===== config.mk =====
export PLATFORM = sky130hd
export DESIGN_NAME = eth_frame_mux_rr
export DESIGN_NICKNAME = d
export VERILOG_FILES = /design/src/rtl/eth_frame_mux_rr.sv
export SDC_FILE = /design/constraint.sdc
export NUM_CORES = 1
export LEC_CHECK = 0
export ABC_CLOCK_PERIOD_IN_PS = 3400
export BUFFER_PORTS_ARGS = -buffer_cell sky130_fd_sc_hd__buf_2
export CAP_MARGIN = 20
export CORE_MARGIN = 5
export CORE_UTILIZATION = 42
export DETAILED_ROUTE_END_ITERATION = 12
export PLACE_DENSITY = 0.84
export SYNTH_ARGS = -nofsm -noshare
export SYNTH_HDL_FRONTEND = slang
export SYNTH_SLANG_ARGS = --single-unit

===== constraint.sdc =====
create_clock -name clk -period 3.4 [get_ports clk]
set_input_delay 0 -clock clk [delete_from_list [all_inputs] [get_ports clk]]
set_output_delay 0 -clock clk [all_outputs]
set_load 0.005 [all_outputs]

===== src/rtl/eth_frame_mux_rr.sv =====
// Round-robin N:1 frame multiplexer with whole-frame grant locking
// and a registered valid/ready output stage.
module eth_frame_mux_rr #(
  parameter int NUM_PORTS = 4,
  parameter int WIDTH     = 8
) (
  input  logic                       clk,
  input  logic                       rst_n,
  input  logic [NUM_PORTS*WIDTH-1:0] in_data,
  input  logic [NUM_PORTS-1:0]       in_valid,
  input  logic [NUM_PORTS-1:0]       in_last,
  output logic [NUM_PORTS-1:0]       in_ready,
  output logic [WIDTH-1:0]           out_data,
  output logic                       out_valid,
  output logic                       out_last,
  input  logic                       out_ready,
  output logic [NUM_PORTS-1:0]       grant,
  output logic                       frame_done
);

  localparam int PW = (NUM_PORTS > 1) ? $clog2(NUM_PORTS) : 1;

  typedef enum logic {
    IDLE,
    BUSY
  } state_e;

  state_e               state_q, state_d;
  logic [NUM_PORTS-1:0] grant_q, grant_d;
  logic [PW-1:0]        rr_ptr_q, rr_ptr_d;
  logic [WIDTH-1:0]     out_data_q, out_data_d;
  logic                 out_valid_q, out_valid_d;
  logic                 out_last_q, out_last_d;
  logic                 frame_done_q, frame_done_d;

  logic                 drain_ok;
  logic [NUM_PORTS-1:0] rdy;
  logic                 beat_acc;
  logic [WIDTH-1:0]     sel_data;
  logic                 sel_last;
  logic [PW-1:0]        g_idx;
  logic [NUM_PORTS-1:0] arb_grant;
  logic                 arb_found;
  logic [PW:0]          scan;

  // Output slot is free when empty or being drained this cycle.
  assign drain_ok = !out_valid_q || out_ready;
  assign rdy      = (state_q == BUSY && drain_ok) ? grant_q : '0;
  assign beat_acc = |(in_valid & rdy);

  always_comb begin
    sel_data = '0;
    sel_last = 1'b0;
    g_idx    = '0;
    for (int i = 0; i < NUM_PORTS; i++) begin
      if (grant_q[i]) begin
        sel_data = in_data[i*WIDTH +: WIDTH];
        sel_last = in_last[i];
        g_idx    = PW'(i);
      end
    end
  end

  // First requester at or after rr_ptr, wrapping.
  always_comb begin
    arb_grant = '0;
    arb_found = 1'b0;
    scan      = '0;
    for (int k = 0; k < NUM_PORTS; k++) begin
      scan = {1'b0, rr_ptr_q} + (PW+1)'(k);
      if (scan >= (PW+1)'(NUM_PORTS))
        scan = scan - (PW+1)'(NUM_PORTS);
      if (!arb_found && in_valid[scan[PW-1:0]]) begin
        arb_found                 = 1'b1;
        arb_grant[scan[PW-1:0]]   = 1'b1;
      end
    end
  end

  always_comb begin
    state_d      = state_q;
    grant_d      = grant_q;
    rr_ptr_d     = rr_ptr_q;
    out_data_d   = out_data_q;
    out_valid_d  = out_valid_q;
    out_last_d   = out_last_q;
    frame_done_d = 1'b0;

    if (beat_acc) begin
      out_data_d  = sel_data;
      out_last_d  = sel_last;
      out_valid_d = 1'b1;
    end else if (out_ready) begin
      out_valid_d = 1'b0;
    end

    case (state_q)
      IDLE: begin
        if (arb_found) begin
          grant_d = arb_grant;
          state_d = BUSY;
        end
      end
      BUSY: begin
        if (beat_acc && sel_last) begin
          frame_done_d = 1'b1;
          grant_d      = '0;
          rr_ptr_d     = (g_idx == PW'(NUM_PORTS-1)) ?
                         '0 : g_idx + 1'b1;
          state_d      = IDLE;
        end
      end
      default: state_d = IDLE;
    endcase
  end

  always_ff @(posedge clk or negedge rst_n) begin
    if (!rst_n) begin
      state_q      <= IDLE;
      grant_q      <= '0;
      rr_ptr_q     <= '0;
      out_data_q   <= '0;
      out_valid_q  <= 1'b0;
      out_last_q   <= 1'b0;
      frame_done_q <= 1'b0;
    end else begin
      state_q      <= state_d;
      grant_q      <= grant_d;
      rr_ptr_q     <= rr_ptr_d;
      out_data_q   <= out_data_d;
      out_valid_q  <= out_valid_d;
      out_last_q   <= out_last_d;
      frame_done_q <= frame_done_d;
    end
  end

  assign in_ready   = rdy;
  assign out_data   = out_data_q;
  assign out_valid  = out_valid_q;
  assign out_last   = out_last_q;
  assign grant      = grant_q;
  assign frame_done = frame_done_q;

endmodule

==> impl_metrics.yaml <==
synthesis:
  synth_adder_area_share_pct: 7.333
  netlist_area_um2: 1365
  synthSimpleGateAreaFrac_pct: 17.42
  seq_area_frac_synth_pct: 33.00
  async_reset_ff_share_pct: 100.0
  avgSynthCellArea_um2: 8.695
  synth-xor-area-share_pct: 0
  synth_ff_type: "dfrtp_1"
  yosysWarnings: 0
  synth.distinct_cells: 35
  synth-seq-cells: 18
  synth.area.mux_share_pct: 5.591
  synth_top_family_by_area: "compound AO/OA/AOI/OAI gates"
  synth_edf_count: 0
  synth_compound_area_share_pct: 30.61
  synth_nets: 208
  syn_inst: 157
power:
  leakagePower_nw: 0.8329
  clkPwrFrac_pct: 9.8
  comb_power_share_pct: 56.5
  power_switching_uw: 602.9
  power_density_nw_per_um2: 770.8
  p_seq_share_pct: 33.7
  vdd_drop_max_mv: 0.3238
  p_int_uw: 716.5
  power.share.switching_pct: 45.70
placed_design:
  io_buffers: 61
  routabilityCongestion: 0.9905
  hpwlAfterDp_um: 3018
sta:
  finalClockSkew_ns: 0.007321
  final_max_slew_viol_count: 0
  timing.setup.tns_ns: 0
  clock.fmax_ghz: 0.3978
  hold_violations: 0
  fin_crit_ns: 2.514
  fin_crit_sh_pct: 73.94
  worst_slew_pin_slew_ns: 0.7343
  setup_violations: 0
  holdWs_ns: 0.01300
  relSlewSlack_pct: 51.05
  grt_setup_unrepaired: "no"
hold_path:
  min-delay-path-class: "in2reg"
  whs_path_depth: 3
routing:
  ant_nets: 0
  drtIter0Drc: 89
  routed_wl_um: 3963
  vias: 1431
  avgRoutedWirePerCell_um: 15.48
  vias_per_cell: 5.590
  drc: 0
  dr.pass1.iters: 4
global_routing:
  grt_pass1_wl_um: 6092
  antenna_found_initial: 0
  track_usage_pct: 17.90
  grt_overflow: 0
  grt_max_degree: 26
  first_global_vias: 1305
floorplan:
  io_pins: 62
  core_area_um2: 3078
  fp-row-count: 20
  die_h_um: 67.01
  die_w_um: 67.01
  die_area_um2: 4490
  start_util_pct: 44.35
final_layout:
  diodes: 0
  nets: 264
  final_common_cell: "buf_2"
  final_cell_mix: "61 x buf_2, 21 x nor2_1, 18 x a21oi_1, 18 x dfrtp_1, 12 x o21ai_0"
  drive_gt1_share_pct: 33.96
  area_delta_synth_final_pct: 25.39
cts:
  clk_pin_slew_ns: 0.10
  cts-root-buf: "clkbuf_4"
  cts_buffer_depth: 2
  cts_tree: "yes"
  numCtsBuffers: 3
  h-tree-depth: 1
  cts.sinks: 18
  clock_latency_ns: 0.30
outcome:
  status: "complete, no violations"
job:
  maxCapViolations: 0
critical_path:
  worstPathArrival_ns: 2.75
  worstPathRequired_ns: 3.64
  cp_max_fo: 13
  end_kind: "register"
  rr_worst_depth: 7
  worstSetupStartpointType: "register"
  worstSetupPathType: "reg2reg"
routing by layer:
layer / track usage, % / up-vias / part of all wire (%)
met5: 0 / - / 0
met4: 6.835 / 0 / 1.3
met3: 3.710 / 6 / 5.4
met2: 27.12 / 49 / 50
met1: 24.71 / 669 / 44
li1: - / 707 / -
power groups by stage:
stage	clock, mW	sequential [mW]	combinational [mW]
2_1_floorplan	0	0.388	0.569
3_3_place_gp	0	0.442	0.718
3_5_place_dp	0	0.446	0.742
4_1_cts	0.134	0.442	0.746
5_1_grt	0.140	0.467	0.845
6_report	0.130	0.445	0.745
flip-flops by register name, indices dropped and copies added, names as in the netlist:
signal / flops
grant: 4
rr_ptr_q: 2
out_valid: 1
state_q: 1
frame_done: 1
out_data: 8
out_last: 1
cell type report:
| class | count | area [um^2] |
|---|---|---|
| flip-flops and latches | 18 | 450.4 |
| fillers | 279 | 1366 |
| clock buffers | 4 | 36.28 |
| inverters | 6 | 22.52 |
| repair buffers | 62 | 315.3 |
| multi-input cells | 122 | 832.0 |
| well taps | 44 | 55.05 |
stage by stage:
| stage | util (%) | setup WS (ns) | area [um^2] | total power, mW | cells |
|---|---|---|---|---|---|
| floorplan | - | 1.109 | 1365 | 0.9570 | 157 |
| global placement | 54.11 | 0.9955 | 1665 | 1.160 | 251 |
| detailed placement | 54.11 | 0.9009 | 1665 | 1.189 | 251 |
| CTS | 55.61 | 0.8806 | 1712 | 1.322 | 256 |
| global route | 55.61 | 0.6801 | 1712 | 1.452 | 256 |
| finish | 55.61 | 0.8860 | 1712 | 1.319 | 256 |
cell usage after synthesis (all sizes together), types with 4 or more instances:
master	n	area, um^2
and3	4	25.02
mux2i	5	50.05
a221o	4	40.04
a21oi	18	90.09
ha	8	100.1
o2111ai	4	35.03
clkbuf	5	18.77
a31oi	4	25.02
inv	5	18.77
buf	6	41.28
nor3	8	40.04
o21ai	12	60.06
a221oi	8	70.07
nor2	22	85.09
dfrtp	18	450.4
worst max-delay path, stage by stage (launching register included):
cell and delay [ns]:
dfrtp_1 0.58, inv_1 0.22, ha_1 0.42, nand2b_1 0.18
mux2_4 0.26, or4_4 0.43, a21boi_4 0.20, a221o_1 0.17
worst paths after layout:
| kind | from | to | slack [ns] |
|---|---|---|---|
| hold / removal | in_data[26] | out_data[2]$_DFFE_PN0P_ | 0.01 |
| hold reg to reg | out_last$_DFFE_PN0P_ | out_last$_DFFE_PN0P_ | 0.52 |
| setup / recovery | rr_ptr_q[0]$_DFFE_PN0P_ | grant[3]$_DFFE_PN0P_ | 0.89 |
| min in group asynchronous | rst_n | out_data[7]$_DFFE_PN0P_ | 0.16 |
| max in group asynchronous | rst_n | out_data[3]$_DFFE_PN0P_ | 2.95 |
| setup reg to reg | rr_ptr_q[0]$_DFFE_PN0P_ | grant[3]$_DFFE_PN0P_ | 0.89 |
logic make-up after synthesis:
group	count (synthesis)
AOI/OAI and AO/OA	60
adders and majority gates	8
and+or+nand+nor	47
muxes	7
DFF	18
buffers and inverters	17
what timing repair did:
item / in CTS / in global routing
setup buffers: 0 / 0
hold buffers: 1 / 0
endpoints found under the hold margin: 18 / 0
resized for setup: 0 / 0
Power figures use the tool's default switching activity.
